===== src/rtl/lcd_cmd_sequencer_if.sv =====
// Bus between the display controller, command ROM and SPI byte sender on one side
// and the ROM-driven command sequencer on the other.
interface lcd_cmd_sequencer_if #(
  parameter int DW = 8,
  parameter int AW = 6
);
  logic          i_start;
  logic [AW-1:0] i_base;
  logic          i_abort;
  logic [AW-1:0] o_rom_addr;
  logic [DW+1:0] i_rom_data;
  logic          o_send;
  logic [DW-1:0] o_data;
  logic          o_dc;
  logic          o_cs;
  logic          i_byte_done;
  logic          o_busy;
  logic          o_done;
  logic          o_err;

  modport slave (
    input  i_start, i_base, i_abort, i_rom_data, i_byte_done,
    output o_rom_addr, o_send, o_data, o_dc, o_cs, o_busy, o_done, o_err
  );

  modport master (
    output i_start, i_base, i_abort, i_rom_data, i_byte_done,
    input  o_rom_addr, o_send, o_data, o_dc, o_cs, o_busy, o_done, o_err
  );
endinterface


===== src/rtl/lcd_cmd_sequencer.sv =====
// ILI9341 command sequencer: walks a command ROM from a base address, sending bytes,
// executing timed delays and stopping at an end marker or on address overrun.
module lcd_cmd_sequencer #(
  parameter int DW         = 8,
  parameter int AW         = 6,
  parameter int GAP_CYCLES = 8,
  parameter int DELAY_UNIT = 1000
) (
  input logic               clk,
  input logic               rst,
  lcd_cmd_sequencer_if.slave bus
);
  localparam int CW_D = DW + $clog2(DELAY_UNIT) + 1;
  localparam int CW_G = $clog2(GAP_CYCLES + 1) + 1;
  localparam int CW   = (CW_D > CW_G) ? CW_D : CW_G;

  typedef enum logic [3:0] {
    IDLE, FETCH, DECODE, SEND, WAIT_TX, GAP, DELAY, DONE, ERR
  } state_t;

  state_t        state, state_n;
  logic [CW-1:0] cnt, cnt_n;
  logic [AW-1:0] addr, addr_n;
  logic [DW-1:0] data, data_n;
  logic          dc, dc_n, cs, cs_n;
  logic          send, send_n, busy, busy_n, done, done_n, err, err_n;
  logic          adv;
  logic          ent_type, ent_dc;
  logic [DW-1:0] ent_pay;

  assign {ent_type, ent_dc, ent_pay} = bus.i_rom_data;

  always_comb begin
    state_n = state;
    cnt_n   = cnt;
    addr_n  = addr;
    data_n  = data;
    dc_n    = dc;
    cs_n    = cs;
    send_n  = 1'b0;
    done_n  = 1'b0;
    err_n   = 1'b0;
    adv     = 1'b0;
    unique case (state)
      IDLE: begin
        if (bus.i_start && !bus.i_abort) begin
          addr_n  = bus.i_base;
          state_n = FETCH;
        end
      end
      FETCH: state_n = DECODE;
      DECODE: begin
        if (!ent_type) begin
          data_n  = ent_pay;
          dc_n    = ent_dc;
          send_n  = 1'b1;
          cs_n    = 1'b0;
          state_n = SEND;
        end else if (ent_pay != '0) begin
          cs_n    = 1'b1;
          cnt_n   = CW'(ent_pay) * CW'(DELAY_UNIT) - CW'(1);
          state_n = DELAY;
        end else begin
          done_n  = 1'b1;
          cs_n    = 1'b1;
          dc_n    = 1'b1;
          state_n = DONE;
        end
      end
      SEND: state_n = WAIT_TX;
      WAIT_TX: begin
        if (bus.i_byte_done) begin
          if (GAP_CYCLES == 0) begin
            adv = 1'b1;
          end else begin
            cnt_n   = CW'(GAP_CYCLES - 1);
            state_n = GAP;
          end
        end
      end
      GAP, DELAY: begin
        if (cnt == '0) adv = 1'b1;
        else           cnt_n = cnt - CW'(1);
      end
      DONE, ERR: state_n = IDLE;
      default:   state_n = IDLE;
    endcase

    // Last ROM address never wraps: running past it is an overrun.
    if (adv) begin
      if (addr == '1) begin
        err_n   = 1'b1;
        cs_n    = 1'b1;
        state_n = ERR;
      end else begin
        addr_n  = addr + AW'(1);
        state_n = FETCH;
      end
    end

    if (state != IDLE && bus.i_abort) begin
      state_n = IDLE;
      cs_n    = 1'b1;
      send_n  = 1'b0;
      done_n  = 1'b0;
      err_n   = 1'b0;
    end

    busy_n = (state_n != IDLE);
  end

  always_ff @(posedge clk or negedge rst) begin
    if (!rst) begin
      state <= IDLE;
      cnt   <= '0;
      addr  <= '0;
      data  <= '0;
      dc    <= 1'b1;
      cs    <= 1'b1;
      send  <= 1'b0;
      busy  <= 1'b0;
      done  <= 1'b0;
      err   <= 1'b0;
    end else begin
      state <= state_n;
      cnt   <= cnt_n;
      addr  <= addr_n;
      data  <= data_n;
      dc    <= dc_n;
      cs    <= cs_n;
      send  <= send_n;
      busy  <= busy_n;
      done  <= done_n;
      err   <= err_n;
    end
  end

  assign bus.o_rom_addr = addr;
  assign bus.o_send     = send;
  assign bus.o_data     = data;
  assign bus.o_dc       = dc;
  assign bus.o_cs       = cs;
  assign bus.o_busy     = busy;
  assign bus.o_done     = done;
  assign bus.o_err      = err;
endmodule


===== src/flat_wrapper.sv =====
// flat-port wrapper written by rule: the top's interface ports become plain ports
module lcd_cmd_sequencer_flat 
#(
  parameter int DW         = 8,
  parameter int AW         = 6,
  parameter int GAP_CYCLES = 8,
  parameter int DELAY_UNIT = 1000
)
  (clk, rst, bus_i_start, bus_i_base, bus_i_abort, bus_i_rom_data, bus_i_byte_done, bus_o_rom_addr, bus_o_send, bus_o_data, bus_o_dc, bus_o_cs, bus_o_busy, bus_o_done, bus_o_err);
  lcd_cmd_sequencer_if #(.DW(DW), .AW(AW)) bus_i ();
  input logic clk;
  input logic rst;
  input wire logic [$bits(bus_i.i_start)-1:0] bus_i_start;
  input wire logic [$bits(bus_i.i_base)-1:0] bus_i_base;
  input wire logic [$bits(bus_i.i_abort)-1:0] bus_i_abort;
  input wire logic [$bits(bus_i.i_rom_data)-1:0] bus_i_rom_data;
  input wire logic [$bits(bus_i.i_byte_done)-1:0] bus_i_byte_done;
  output wire logic [$bits(bus_i.o_rom_addr)-1:0] bus_o_rom_addr;
  output wire logic [$bits(bus_i.o_send)-1:0] bus_o_send;
  output wire logic [$bits(bus_i.o_data)-1:0] bus_o_data;
  output wire logic [$bits(bus_i.o_dc)-1:0] bus_o_dc;
  output wire logic [$bits(bus_i.o_cs)-1:0] bus_o_cs;
  output wire logic [$bits(bus_i.o_busy)-1:0] bus_o_busy;
  output wire logic [$bits(bus_i.o_done)-1:0] bus_o_done;
  output wire logic [$bits(bus_i.o_err)-1:0] bus_o_err;
  assign bus_i.i_start = bus_i_start;
  assign bus_i.i_base = bus_i_base;
  assign bus_i.i_abort = bus_i_abort;
  assign bus_i.i_rom_data = bus_i_rom_data;
  assign bus_i.i_byte_done = bus_i_byte_done;
  assign bus_o_rom_addr = bus_i.o_rom_addr;
  assign bus_o_send = bus_i.o_send;
  assign bus_o_data = bus_i.o_data;
  assign bus_o_dc = bus_i.o_dc;
  assign bus_o_cs = bus_i.o_cs;
  assign bus_o_busy = bus_i.o_busy;
  assign bus_o_done = bus_i.o_done;
  assign bus_o_err = bus_i.o_err;
  lcd_cmd_sequencer #(.DW(DW), .AW(AW), .GAP_CYCLES(GAP_CYCLES), .DELAY_UNIT(DELAY_UNIT)) u_core (.clk(clk), .rst(rst), .bus(bus_i));
endmodule

===== config.mk =====
export PLATFORM = sky130hd
export DESIGN_NAME = lcd_cmd_sequencer_flat
export DESIGN_NICKNAME = d
export VERILOG_FILES = /design/src/rtl/lcd_cmd_sequencer_if.sv /design/src/rtl/lcd_cmd_sequencer.sv /design/src/flat_wrapper.sv
export SDC_FILE = /design/constraint.sdc
export NUM_CORES = 1
export LEC_CHECK = 0
export ABC_AREA = 0
export BUFFER_PORTS_ARGS = -buffer_cell sky130_fd_sc_hd__buf_4
export CORE_UTILIZATION = 55
export DETAILED_ROUTE_END_ITERATION = 10
export GPL_ROUTABILITY_DRIVEN = 0
export PLACE_DENSITY = 0.83
export SKIP_LAST_GASP = 1
export SLEW_MARGIN = 0
export SYNTH_ARGS = -nofsm -noshare
export SYNTH_HDL_FRONTEND = slang
export SYNTH_SLANG_ARGS = --single-unit

===== constraint.sdc =====
create_clock -name clk -period 2.41 [get_ports clk]
set_input_delay 0.3615 -clock clk [delete_from_list [all_inputs] [get_ports clk]]
set_output_delay 0.3615 -clock clk [all_outputs]
set_load 0.03 [all_outputs]

==> results_dict.tcl <==
set metrics [dict create \
    status "finished, violations left" \
    violations "negative setup slack" \
    postCtsHoldBufs 0 \
    rsz0062_at_grt "yes" \
    slew_violations 0 \
    reg2reg_depth 9 \
    synth_cells 448 \
    io_buffers 40 \
    start_kind "input port" \
    clk_pin_slew_worst_paths_ns 0.08 \
    synth-main-ff-cell "dfrtp_1" \
    globalRouteOverflowTotal 0 \
    numCtsBuffers 5 \
    synth_edf_count 0 \
    drt-initial-drc-count 496 \
    drv_cap 0 \
    fin_hold_ws_ns 0.03924 \
    reg2reg_to "u_core.cnt[16]$_DFFE_PN0P_" \
    num_io_pins 41 \
    grt_first_pass_wirelength_um 21220 \
    clockBufferDepth 2 \
    drt-wirelength-per-cell_um 20.32 \
    clk_latency_ns 0.31 \
    crit_arrival_ns 4.60 \
    clkSinkCount 43 \
    hold_violations 0 \
    synth_cell_types 67 \
    die_w_um 88.01 \
    viasPerCell 6.406 \
    routed_wl_um 13660 \
    cts-root-buf "clkbuf_8" \
    syn-num-nets 533 \
    syn-cell-area_um2 4069 \
    worst-path-max-fanout 3 \
    place_inst 655 \
    htreeDepth 2 \
    track_usage_pct 36.08 \
    worstSetupEndpointType "flip-flop" \
    via_count 4305 \
    dieArea_um2 7746 \
    async_reset_ff_share_pct 100.0 \
    layout_commonest_cell "buf_4" \
    fin_ws_ns -2.013 \
    hpwl_um 8980 \
    diodes 0 \
    p_leak_uw 0.002602 \
    num_rows 30 \
    yosysSeqAreaShare_pct 26.51 \
    fmax_mhz 226.1 \
    drc_errors 0 \
    r2r_setup_slack_ns -0.12 \
    antenna_left 0 \
    grt_pass1_vias 4329 \
    peakVddDrop_mv 1.407 \
    fin_nets 660 \
    drive_gt1_share_pct 34.90 \
    r2r_start "u_core.cnt[1]$_DFFE_PN0P_" \
    antenna_found_initial 0 \
    min_period_ns 4.423 \
    ys_seq_elements 43 \
    min_path_type "input port to async pin" \
    max_slew_margin_pct 63.54 \
    cp_data_required_time_ns 2.58 \
    area_growth_pct 36.84 \
    final_cells 672 \
    dr.pass1.iters 5 \
    fin_skew_ns 0.01020 \
    initial_core_util_pct 58.28 \
    mostFrequentLayoutCells "buf_4 (124), nor2_1 (41), dfrtp_1 (41), inv_1 (37), ha_1 (33)" \
    post-route-period-util_pct 183.5 \
    grt_max_degree 44 \
    tightest_slew_ns 0.5469 \
    synth.avg_cell_area_um2 9.082 \
    dp_slack_ns -2.294 \
    die_h_um 88.01 \
    fillCellCount 402 \
    cts_tree "done" \
    power_per_cell_area_nw_per_um2 1332 \
    worst-setup-path-type "input port to flip-flop" \
    core_um2 6982 \
    yosys_warnings 0 \
    setup_violations 12 \
]
==> cell families after synthesis <==
kind of cell	synth area share, %
simple gates	19.16
compound gates	17.16
fa+ha+maj	23.74
buf+inv	5.996
flops	26.51
xor+xnor	4.490
mux	2.952
==> per-stage QoR <==
step           power, uW  setup TNS [ns]  area [um2]  utilization, %
6_report            7415          -18.78        5568           79.75
5_1_grt             7783          -20.76        5568           79.75
4_1_cts             6868          -17.48        5490           78.64
3_5_place_dp        5905          -21.61        5181           74.21
3_3_place_gp        5660          -20.26        5181           74.21
2_1_floorplan       4186          -16.60        4209               -
==> synthesized netlist by cell type (2+ instances only) <==
| cell | count | area, um2 |
|---|---|---|
| o211ai_1 | 4 | 30.03 |
| nand3_1 | 8 | 40.04 |
| a21o_1 | 4 | 30.03 |
| nand3b_1 | 2 | 15.01 |
| a211o_1 | 2 | 17.52 |
| nand4_1 | 4 | 25.02 |
| or3_1 | 4 | 25.02 |
| nor4b_1 | 2 | 17.52 |
| a31oi_1 | 3 | 18.77 |
| nor2b_1 | 4 | 25.02 |
| xor2_1 | 6 | 52.55 |
| nor3_1 | 19 | 95.09 |
| buf_2 | 3 | 15.01 |
| a22oi_1 | 2 | 15.01 |
| and2_1 | 7 | 43.79 |
| fa_1 | 22 | 440.4 |
| a211oi_1 | 5 | 37.54 |
| ha_1 | 42 | 525.5 |
| dfrtp_1 | 41 | 1026 |
| a21oi_1 | 21 | 105.1 |
| nand2_1 | 28 | 105.1 |
| inv_1 | 44 | 165.2 |
| nand2b_1 | 3 | 18.77 |
| nor3_4 | 2 | 32.53 |
| o21a_1 | 5 | 37.54 |
| buf_6 | 2 | 22.52 |
| xnor2_1 | 13 | 113.9 |
| dfstp_2 | 2 | 52.55 |
| a311oi_1 | 2 | 17.52 |
| nor2_1 | 41 | 153.9 |
| mux2i_1 | 3 | 30.03 |
| clkbuf_1 | 7 | 26.28 |
| a22o_1 | 4 | 35.03 |
| and3_1 | 2 | 12.51 |
| nor4_1 | 7 | 43.79 |
| o31ai_1 | 3 | 22.52 |
| o21ai_0 | 32 | 160.2 |
| mux2_2 | 8 | 90.09 |
| o22ai_1 | 6 | 37.54 |
| o211a_1 | 2 | 20.02 |
==> registers in the layout, indices dropped and copies added, names as in the netlist <==
signal                 count
u_core.bus.o_busy          1
u_core.bus.o_cs            1
u_core.bus.o_data          8
u_core.bus.o_dc            1
u_core.bus.o_done          1
u_core.bus.o_err           1
u_core.bus.o_rom_addr      6
u_core.bus.o_send          1
u_core.cnt                19
u_core.state               4
==> worst max-delay path by stage <==
stage | startpoint | to | slack, ns | cells past startpoint
floorplan | bus_i_rom_data[2] | u_core.cnt[16]$_DFFE_PN0P_ | -1.92 | 14
global placement | bus_i_rom_data[2] | u_core.cnt[16]$_DFFE_PN0P_ | -2.12 | 15
detailed placement | bus_i_rom_data[2] | u_core.cnt[16]$_DFFE_PN0P_ | -2.29 | 15
CTS | bus_i_rom_data[1] | u_core.cnt[16]$_DFFE_PN0P_ | -1.88 | 16
global route | bus_i_rom_data[3] | u_core.cnt[17]$_DFFE_PN0P_ | -2.11 | 18
finish | bus_i_rom_data[3] | u_core.cnt[17]$_DFFE_PN0P_ | -2.01 | 16
==> report_power, final <==
| group | leakage, uW | internal (uW) | total (uW) | switching, uW |
|---|---|---|---|---|
| logic | 0.00201 | 2510 | 5430 | 2920 |
| clock network | 0.0000654 | 415 | 689 | 274 |
| registers | 0.000522 | 1010 | 1290 | 280 |
| total | 0.00260 | 3940 | 7410 | 3470 |
==> per-layer routing <==
metal,GRT usage [%],vias to the layer above,wire [um]
met4,21.55,0,955
met2,62.93,302,6766
met1,40.88,2050,4943
met3,7.163,114,989
met5,0,-,0
li1,-,1839,-
==> worst max-delay path, cell delays in order <==
cell and delay, ns:
buf_8 0.08, clkinvlp_4 0.11, buf_4 0.18, fa_1 0.53
inv_1 0.07, fa_1 0.50, fa_1 0.42, ha_1 0.31
ha_1 0.35, and2_1 0.19, nor4_2 0.26, a211oi_1 0.15
or3_1 0.38, a2111oi_2 0.39, a211o_1 0.20, nand3_1 0.08
==> area by class of cell <==
class / count / area, um2 / share of cell area, %
Multi-Input combinational cell: 348 / 3024 / 54.31
Clock buffer: 6 / 72.57 / 1.303
Inverter: 44 / 172.7 / 3.101
Tap cell: 96 / 120.1 / 2.157
Timing Repair Buffer: 133 / 1040 / 18.67
Sequential cell: 43 / 1079 / 19.37
Clock inverter: 2 / 60.06 / 1.079
==> timing repair <==
item,in CTS,in global routing
endpoints found under the setup margin,12,16
setup buffers,8,5
resized for setup,25,18
pin swaps,22,13
Note: power is estimated with default switching activity, not from simulation.
